$ cat config.mk
export PLATFORM = sky130hd
export DESIGN_NAME = score_bank
export DESIGN_NICKNAME = d
export VERILOG_FILES = /design/src/rtl/score_pkg.sv /design/src/rtl/bcd_addsub.sv /design/src/rtl/score_bank.sv
export SDC_FILE = /design/constraint.sdc
export NUM_CORES = 1
export LEC_CHECK = 0
export CAP_MARGIN = 20
export CORE_MARGIN = 2
export CORE_UTILIZATION = 40
export CTS_BUF_LIST = sky130_fd_sc_hd__clkbuf_16
export CTS_CLUSTER_DIAMETER = 150
export DETAILED_ROUTE_END_ITERATION = 8
export GPL_TIMING_DRIVEN = 1
export SETUP_SLACK_MARGIN = 0.02
export SKIP_CTS_REPAIR_TIMING = 1
export SLEW_MARGIN = 5
export SYNTH_ARGS = -nofsm -noshare
export SYNTH_HDL_FRONTEND = slang
export SYNTH_SLANG_ARGS = --single-unit
$ cat constraint.sdc
create_clock -name clk -period 5.5 [get_ports clk]
set_input_delay 0.55 -clock clk [delete_from_list [all_inputs] [get_ports clk]]
set_output_delay 0.55 -clock clk [all_outputs]
set_load 0.03 [all_outputs]
$ cat src/rtl/score_pkg.sv
// rtl/score_pkg.sv - shared BCD types and helpers for the score bank
package score_pkg;

    typedef logic [3:0] bcd_digit_t;

    localparam bcd_digit_t BCD_NINE = 4'd9;

    // Widest score the helpers handle; callers slice down to their own width.
    localparam int BCD_MAX_DIGITS = 8;
    typedef logic [BCD_MAX_DIGITS*4-1:0] bcd_wide_t;

    // All-9s pattern for the low 'digits' digits, zero above.
    function automatic bcd_wide_t bcd_all_nines(input int digits);
        bcd_wide_t v;
        v = '0;
        for (int i = 0; i < BCD_MAX_DIGITS; i++) begin
            if (i < digits) begin
                v[i*4 +: 4] = BCD_NINE;
            end
        end
        return v;
    endfunction

    // Valid BCD (every digit 0..9) orders exactly like plain binary, so a
    // straight magnitude compare is enough.
    function automatic logic bcd_gt(input bcd_wide_t a, input bcd_wide_t b);
        return a > b;
    endfunction

endpackage

$ cat src/rtl/bcd_addsub.sv
// rtl/bcd_addsub.sv - ripple BCD add/subtract of a single-digit operand
module bcd_addsub #(
    parameter int DIGITS = 3
) (
    input  logic [DIGITS*4-1:0] i_value,
    input  logic [3:0]          i_operand,
    input  logic                i_sub,
    output logic [DIGITS*4-1:0] o_result,
    output logic                o_carry_out,
    output logic                o_borrow_out
);

    logic [4:0] w_acc;
    logic [3:0] w_c;

    // Digit 0 takes the operand, higher digits take the 0/1 carry or borrow.
    always_comb begin
        o_result = '0;
        w_acc    = '0;
        w_c      = i_operand;
        for (int d = 0; d < DIGITS; d++) begin
            if (!i_sub) begin
                w_acc = {1'b0, i_value[d*4 +: 4]} + {1'b0, w_c};
                if (w_acc > 5'd9) begin
                    o_result[d*4 +: 4] = w_acc[3:0] + 4'd6;
                    w_c                = 4'd1;
                end else begin
                    o_result[d*4 +: 4] = w_acc[3:0];
                    w_c                = 4'd0;
                end
            end else begin
                w_acc = {1'b0, i_value[d*4 +: 4]} - {1'b0, w_c};
                if (w_acc[4]) begin
                    o_result[d*4 +: 4] = w_acc[3:0] - 4'd6;
                    w_c                = 4'd1;
                end else begin
                    o_result[d*4 +: 4] = w_acc[3:0];
                    w_c                = 4'd0;
                end
            end
        end
        o_carry_out  = !i_sub && (w_c != 4'd0);
        o_borrow_out = i_sub && (w_c != 4'd0);
    end

endmodule

$ cat src/rtl/score_bank.sv
// rtl/score_bank.sv - multi-player BCD score keeper with combo and high-score tracker
module score_bank
    import score_pkg::*;
#(
    parameter int NUM_PLAYERS  = 2,
    parameter int DIGITS       = 3,
    parameter int COMBO_STEP   = 4,
    parameter int MAX_MULT     = 4,
    parameter int MISS_PENALTY = 2,
    localparam int LW          = (NUM_PLAYERS > 1) ? $clog2(NUM_PLAYERS) : 1
) (
    input  logic                          clk,
    input  logic                          rst_n,
    input  logic                          enable,
    input  logic                          clear,
    input  logic [NUM_PLAYERS-1:0]        hit_pulse,
    input  logic [NUM_PLAYERS-1:0]        miss_pulse,
    output logic [NUM_PLAYERS*DIGITS*4-1:0] score,
    output logic [NUM_PLAYERS*4-1:0]      mult,
    output logic [NUM_PLAYERS-1:0]        saturated,
    output logic [DIGITS*4-1:0]           high_score,
    output logic [LW-1:0]                 leader,
    output logic                          new_high
);

    localparam int SW  = DIGITS * 4;
    localparam int STW = $clog2(COMBO_STEP + 1);

    localparam bcd_wide_t       ALL_NINES_W = bcd_all_nines(DIGITS);
    localparam logic [SW-1:0]   ALL_NINES   = ALL_NINES_W[SW-1:0];
    localparam logic [3:0]      PENALTY     = 4'(MISS_PENALTY);
    localparam logic [3:0]      MAX_M       = 4'(MAX_MULT);
    localparam logic [STW-1:0]  STEP        = STW'(COMBO_STEP);

    genvar p;
    generate
        for (p = 0; p < NUM_PLAYERS; p++) begin : g_player
            logic [SW-1:0]  r_score;
            logic [3:0]     r_mult;
            logic [STW-1:0] r_streak;
            logic [SW-1:0]  w_sum;
            logic           w_carry;
            logic           w_borrow;
            logic [3:0]     w_operand;
            logic [STW-1:0] w_streak_inc;

            // A miss wins over a hit, so the adder subtracts whenever miss is set.
            assign w_operand    = miss_pulse[p] ? PENALTY : r_mult;
            assign w_streak_inc = r_streak + STW'(1);

            bcd_addsub #(.DIGITS(DIGITS)) u_addsub (
                .i_value      (r_score),
                .i_operand    (w_operand),
                .i_sub        (miss_pulse[p]),
                .o_result     (w_sum),
                .o_carry_out  (w_carry),
                .o_borrow_out (w_borrow)
            );

            // Per-player score, streak and multiplier: clear > hold > miss > hit.
            always_ff @(posedge clk or negedge rst_n) begin
                if (!rst_n) begin
                    r_score  <= '0;
                    r_mult   <= 4'd1;
                    r_streak <= '0;
                end else if (clear) begin
                    r_score  <= '0;
                    r_mult   <= 4'd1;
                    r_streak <= '0;
                end else if (enable) begin
                    if (miss_pulse[p]) begin
                        r_score  <= w_borrow ? '0 : w_sum;
                        r_mult   <= 4'd1;
                        r_streak <= '0;
                    end else if (hit_pulse[p]) begin
                        r_score <= w_carry ? ALL_NINES : w_sum;
                        if (w_streak_inc == STEP) begin
                            r_streak <= '0;
                            if (r_mult < MAX_M) begin
                                r_mult <= r_mult + 4'd1;
                            end
                        end else begin
                            r_streak <= w_streak_inc;
                        end
                    end
                end
            end

            assign score[p*SW +: SW] = r_score;
            assign mult[p*4 +: 4]    = r_mult;
            assign saturated[p]      = (r_score == ALL_NINES);
        end
    endgenerate

    logic [SW-1:0] w_best;
    logic [LW-1:0] w_best_idx;

    // Round leader: strict greater-than keeps ties on the lowest index.
    always_comb begin
        w_best     = '0;
        w_best_idx = '0;
        for (int i = 0; i < NUM_PLAYERS; i++) begin
            if (bcd_gt(bcd_wide_t'(score[i*SW +: SW]), bcd_wide_t'(w_best))) begin
                w_best     = score[i*SW +: SW];
                w_best_idx = LW'(i);
            end
        end
    end

    logic [LW-1:0] r_leader;
    logic [SW-1:0] r_high;
    logic          r_new_high;

    // Tracker registers; high score survives clear and only rst_n resets it.
    always_ff @(posedge clk or negedge rst_n) begin
        if (!rst_n) begin
            r_leader   <= '0;
            r_high     <= '0;
            r_new_high <= 1'b0;
        end else begin
            r_leader <= w_best_idx;
            if (bcd_gt(bcd_wide_t'(w_best), bcd_wide_t'(r_high))) begin
                r_high     <= w_best;
                r_new_high <= 1'b1;
            end else begin
                r_new_high <= 1'b0;
            end
        end
    end

    assign leader     = r_leader;
    assign high_score = r_high;
    assign new_high   = r_new_high;

endmodule

### After elaboration in Yosys (flattened, before gate mapping)

Cells that the tools add are included.

* $add $sub $neg: 28
* magnitude comparators: 11
* eq/ne operators: 4
* muxes and demuxes: 76
* reductions and logical operators: 19

Operator list (count)
* two-way mux 12 bit: 14
* two-way mux 4 bit: 38
* adder 4 x 4 -> 5 bit: 6
* greater-than comparator 5 x 4 -> 1 bit (second input constant): 6
* two-way mux 3 bit: 10
* subtractor 4 x 4 -> 5 bit: 6
* adder 4 x 3 -> 4 bit (second input constant): 6
* equality test 12 bit (second input constant): 2
* greater-than comparator 12 bit: 2
* subtractor 4 x 3 -> 4 bit (second input constant): 6
* nonzero test 3 bit: 6
* two-way mux 1 bit: 14
* greater-than comparator 12 x 1 -> 1 bit (second input constant): 1
* adder 4 x 1 -> 4 bit (second input constant): 2
* < comparator 4 x 3 -> 1 bit (second input constant): 2
* AND reduction 4 bit: 2
* nonzero test 4 bit: 2
* adder 3 x 1 -> 3 bit (second input constant): 2
* equality test 3 bit (second input constant): 2
* logical AND 1 bit: 4
* AND reduction 2 bit: 2
* zero test 1 bit: 2
* nonzero test 2 bit: 1

* bits in registers: 52
* input bits: 8
* word-level logic and storage cells: 147

### Longest topological paths before layout

* depth in word-level cells: 20
* depth in mapped cells: 26

### Cells and area by module

A second synthesis with hierarchy kept.

* cell total of the unflattened synthesis: 617
* area total of the unflattened synthesis: 5302.6 µm²

By module, submodules not included
* score_bank: instances 1, cells an instance 301, area an instance 3045.4 µm², sequential area each 1303.8 µm²
* bcd_addsub (g_player[0].u_addsub): instances 1, cells an instance 164, area an instance 1138.6 µm², sequential area each 0.0 µm²
* bcd_addsub (g_player[1].u_addsub): instances 1, cells an instance 152, area an instance 1118.6 µm², sequential area each 0.0 µm²

### Least setup slack after synthesis

No wires, ideal clock.

* kind: input -> register
* start: in miss_pulse[0]
* end: reg g_player[0].r_score[2]
* library setup time: 122 ps
* arrival time: 5425 ps
* setup slack: -46 ps
* stages: 24
* path buffers: 3
* cell sequence: clkbuf_1 > clkbuf_1 > nor2b_1 > ha_1 > fa_1 > nand2b_1 > a21oi_1 > or2_2 > a211oi_1 > a21oi_1 > ha_1 > ha_1 > inv_1 > a21oi_1 > o211a_1 > mux2_2 > ha_1 > ha_1 > nand2b_1 > a31oi_1 > or4_4 > and2_1 > buf_2 > a32o_1

* longest elaborated chain between the ends: 20
* elaborated cells between the ends (all ways): 36
* those cells by class: 8 x add/sub; 3 x order compare; 19 x mux; 6 x reduce/logical

RTL lines
* from (decl): line score_bank.sv:17 `input logic [NUM_PLAYERS-1:0] miss_pulse,`
* two-way mux 4 bit: line score_bank.sv:48 `assign w_operand = miss_pulse[p] ? PENALTY : r_mult;`
* adder 4 x 4 -> 5 bit: line bcd_addsub.sv:23 `w_acc = {1'b0, i_value[d*4 +: 4]} + {1'b0, w_c};`
* greater-than comparator 5 x 4 -> 1 bit: line bcd_addsub.sv:24 `if (w_acc > 5'd9) begin`
* two-way mux 1 bit: line bcd_addsub.sv:24
* two-way mux 4 bit: line bcd_addsub.sv:22 `if (!i_sub) begin`
* adder 4 x 4 -> 5 bit: line bcd_addsub.sv:23
* greater-than comparator 5 x 4 -> 1 bit: line bcd_addsub.sv:24
* two-way mux 1 bit: line bcd_addsub.sv:24
* (+4 left out)
* two-way mux 4 bit: line bcd_addsub.sv:22
* nonzero test 4 bit: line bcd_addsub.sv:42, bcd_addsub.sv:43
* logical AND 1 bit: line bcd_addsub.sv:42 `o_carry_out = !i_sub && (w_c != 4'd0);`
* two-way mux 12 bit: line score_bank.sv:76 `r_score <= w_carry ? ALL_NINES : w_sum;`
* two-way mux 12 bit: line score_bank.sv:75 `end else if (hit_pulse[p]) begin`
* two-way mux 12 bit: line score_bank.sv:71 `if (miss_pulse[p]) begin`
* two-way mux 12 bit: line score_bank.sv:70 `end else if (enable) begin`
* two-way mux 12 bit: line score_bank.sv:66 `end else if (clear) begin`
* to (signal assigned): line score_bank.sv:72 `r_score <= w_borrow ? '0 : w_sum;`
* to (signal assigned): line score_bank.sv:76
* to (decl): line score_bank.sv:38 `logic [SW-1:0] r_score;`

Several ways; a longest one is shown, not always the timed one. The select of a mux whose other input is x is not followed.
A chain may end at the register's enable or synchronous reset.

### Worst setup path after layout

* start: in miss_pulse[0]
* end: reg g_player[0].r_score[1]

The elaborated chain is that of the path after synthesis.

==> results.sh <==
export IMPL_clock_path_buffers=2
export IMPL_synth_top_area_frac=0.2426
export IMPL_run_status="finished, final reports clean"
export IMPL_diodes=0
export IMPL_dp_cells=874
export IMPL_slew_viol_final=0
export IMPL_ys_flop_type="dfrtp_1"
export IMPL_switching_power_uw=1837
export IMPL_htree_levels=2
export IMPL_cp_required_ns=5.68
export IMPL_cap_violations=0
export IMPL_hold_viol_final=0
export IMPL_slowest_stage="clkdlybuf4s50_1"
export IMPL_critPathMaxStageDelay_ns=0.49
export IMPL_area_growth_pct=25.08
export IMPL_finalCritPeriodShare=0.9422
export IMPL_cp_max_fo=7
export IMPL_post_route_drc_count=0
export IMPL_endpoint_kind="register"
export IMPL_intPower_uw=2126
export IMPL_final_common_cell="ha_1"
export IMPL_die_h_um=117.6
export IMPL_peakVddDrop_uv=242.4
export IMPL_grt_max_degree=53
export IMPL_clkSinkCount=52
export IMPL_vias=4826
export IMPL_coreArea_um2=12620
export IMPL_initial_core_util=0.4087
export IMPL_rsz0062_at_grt="false"
export IMPL_place_gp_congestion=0.9433
export IMPL_setup_viol=0
export IMPL_final_cells=882
export IMPL_synth_avg_cell_area_um2=8.359
export IMPL_path_buf_inv=1
export IMPL_insertion_delay_ns=0.29
export IMPL_crit_arrival_ns=5.36
export IMPL_grt_use_total=0.1992
export IMPL_pwr_share_comb=0.728
export IMPL_drt_initial_drc_count=233
export IMPL_critPathTopFamily="simple AND/OR/NAND/NOR gates"
export IMPL_synth_edf_count=0
export IMPL_final_core_util=0.5112
export IMPL_wl_per_cell_um=15.57
export IMPL_power_density_nw_per_um2=614.3
export IMPL_grt_pass1_vias=4717
export IMPL_row_count=41
export IMPL_whs_ns=0.3894
export IMPL_die_area_um2=13820
export IMPL_hold_class="input port to asynchronous set/reset pin"
export IMPL_grt_antenna_before_repair=0
export IMPL_cpMostUsedCell="ha_1"
export IMPL_ys_async_sr_fraction=1.000
export IMPL_dp_hpwl_mm=10.50
export IMPL_setup_tns_ns=0
export IMPL_clk_pin_slew_ns=0.07
export IMPL_start_kind="input port"
export IMPL_tightest_slew_ns=0.8405
export IMPL_ys_warn_count=0
export IMPL_power_frac_clock=0.102
export IMPL_drive_gt1_frac=0.1465
export IMPL_ys_ff_latch=52
export IMPL_io_pins=56
export IMPL_synth_distinct_cells=63
export IMPL_cp_depth=21
export IMPL_critPathKind="input port to register"
export IMPL_skew_ns=0.006809
export IMPL_die_w_um=117.6
export IMPL_path_cells="clkdlybuf4s50_1, nor2b_1, ha_1, fa_2, nand2b_1, a21oi_1, or2_2, a211oi_1, a21oi_1, ha_2, ha_4, or3_1, o211a_1, mux2_2, ha_1, ha_1, nand2b_1, a31oi_2, or4_4, and2_2, a32o_1"
export IMPL_netlist_instances=617
export IMPL_ant_nets=0
export IMPL_firstDrtPassIters=5
export IMPL_slew_headroom=0.4385
export IMPL_synth_nets=703
export IMPL_yosysTopAreaCell="dfrtp_1"
export IMPL_numCtsBuffers=5
export IMPL_period_needed_ns=5.182
export IMPL_port_buffers=55
export IMPL_vias_per_cell=5.472
export IMPL_layout_common_cells="ha_1, inv_1, nand2_1, buf_4, clkdlybuf4s50_1"
export IMPL_grt_pass1_wl_mm=22.93
export IMPL_ff2ff_path_depth=19
export IMPL_ys_seq_area_frac=0.2528
export IMPL_fin_nets=795
export IMPL_cts_root_buf="clkbuf_16"
export IMPL_swShare=0.4636
export IMPL_wl_mm=13.73
export IMPL_cts_tree="done"
export IMPL_overflow=0
export IMPL_syn_area_um2=5157
export IMPL_fmax_mhz=193.0
export IMPL_p_seq_frac=0.170
export IMPL_cellLeakagePower_uw=0.002976
export IMPL_total_power_uw=3963
export IMPL_yosys_top_cells_area="dfrtp_1, ha_1, inv_1"
## cell usage after synthesis, types with 5 or more instances
cell and number:
nand2b_1 16, dfrtp_1 50, nor2b_1 15, o211ai_1 8, xnor2_1 17, a211oi_1 6
mux2i_1 11, nand4_1 12, nor2_1 40, o21a_1 5, a22o_1 8, ha_1 74
buf_2 5, xor2_1 5, mux2_4 5, clkbuf_1 14, a21oi_1 44, nand2_1 56
o21ai_0 37, nand3_1 11, inv_1 68, mux2_2 14, nor3_1 14
## worst paths after layout
check | slack (ns) | end | start
hold / removal | 0.39 | high_score[7]$_DFFE_PN0P_ | rst_n
setup reg to reg | 0.42 | g_player[0].r_score[1]$_DFFE_PN0P_ | g_player[0].r_mult[0]$_DFFE_PN1P_
min in group clk | 0.49 | g_player[1].r_streak[1]$_DFFE_PN0P_ | g_player[1].r_streak[1]$_DFFE_PN0P_
setup / recovery | 0.32 | g_player[0].r_score[1]$_DFFE_PN0P_ | miss_pulse[0]
hold reg to reg | 0.49 | g_player[1].r_streak[1]$_DFFE_PN0P_ | g_player[1].r_streak[1]$_DFFE_PN0P_
max in group asynchronous | 4.65 | g_player[0].r_score[0]$_DFFE_PN0P_ | rst_n
## final cells by class
| cell class | instances | area (um2) |
|---|---|---|
| well taps | 172 | 215.2 |
| clock inverters | 3 | 63.81 |
| clock buffers | 5 | 125.1 |
| multi-input cells | 471 | 3522 |
| flip-flops and latches | 52 | 1304 |
| fillers | 1202 | 6168 |
| inverters | 68 | 255.2 |
| repair buffers | 111 | 965.9 |
## power groups by stage
stage	clock network [uW]	registers, uW	logic, uW
2_1_floorplan	0	804	1900
3_3_place_gp	0	670	2780
3_5_place_dp	0	675	2850
4_1_cts	416	668	2870
5_1_grt	428	693	3190
6_report	403	674	2890
## state kept, by name (all words and copies together) (netlist names)
register,count
high_score,12
leader,1
g_player.r_score,24
g_player.r_streak,6
g_player.r_mult,8
new_high,1
## through the flow
step                      instance area (um2)  worst slack, ns
after global placement                   6207         -0.06784
after CTS                                6396           0.1419
after floorplan                          5159          0.05853
after global routing                     6451          0.02531
final                                    6451           0.3182
after detailed placement                 6207          -0.1526
## kinds of logic (layout without fill, tap and decap cells)
group | Yosys count | count (layout) | synth area share
simple gates | 187 | 187 | 0.1790
compound gates | 154 | 154 | 0.1943
buf+inv | 94 | 187 | 0.07496
fa+ha+maj | 78 | 78 | 0.1951
flops | 52 | 52 | 0.2528
mux | 30 | 30 | 0.06647
xor+xnor | 22 | 22 | 0.03736
## worst reg2reg max path, cell delays in order, from the launching register on
cell	delay [ns]
dfstp_2	0.57
nor2b_1	0.24
ha_1	0.25
fa_2	0.49
nor2_1	0.16
inv_1	0.06
a211oi_1	0.22
a21oi_1	0.09
ha_2	0.23
ha_4	0.17
or3_1	0.34
o211a_1	0.15
mux2_2	0.29
ha_1	0.20
ha_1	0.31
nand2b_1	0.13
a31oi_2	0.11
or4_4	0.44
and2_2	0.27
a32o_1	0.24
## routing by layer
metal / vias up / GRT usage / routed length (um)
li1: 2358 / - / -
met1: 2310 / 0.2689 / 6317
met2: 135 / 0.3355 / 6594
met3: 23 / 0.02713 / 609
met4: 0 / 0.05271 / 212
met5: - / 0 / 0
Note: power is estimated with default switching activity, not from simulation.
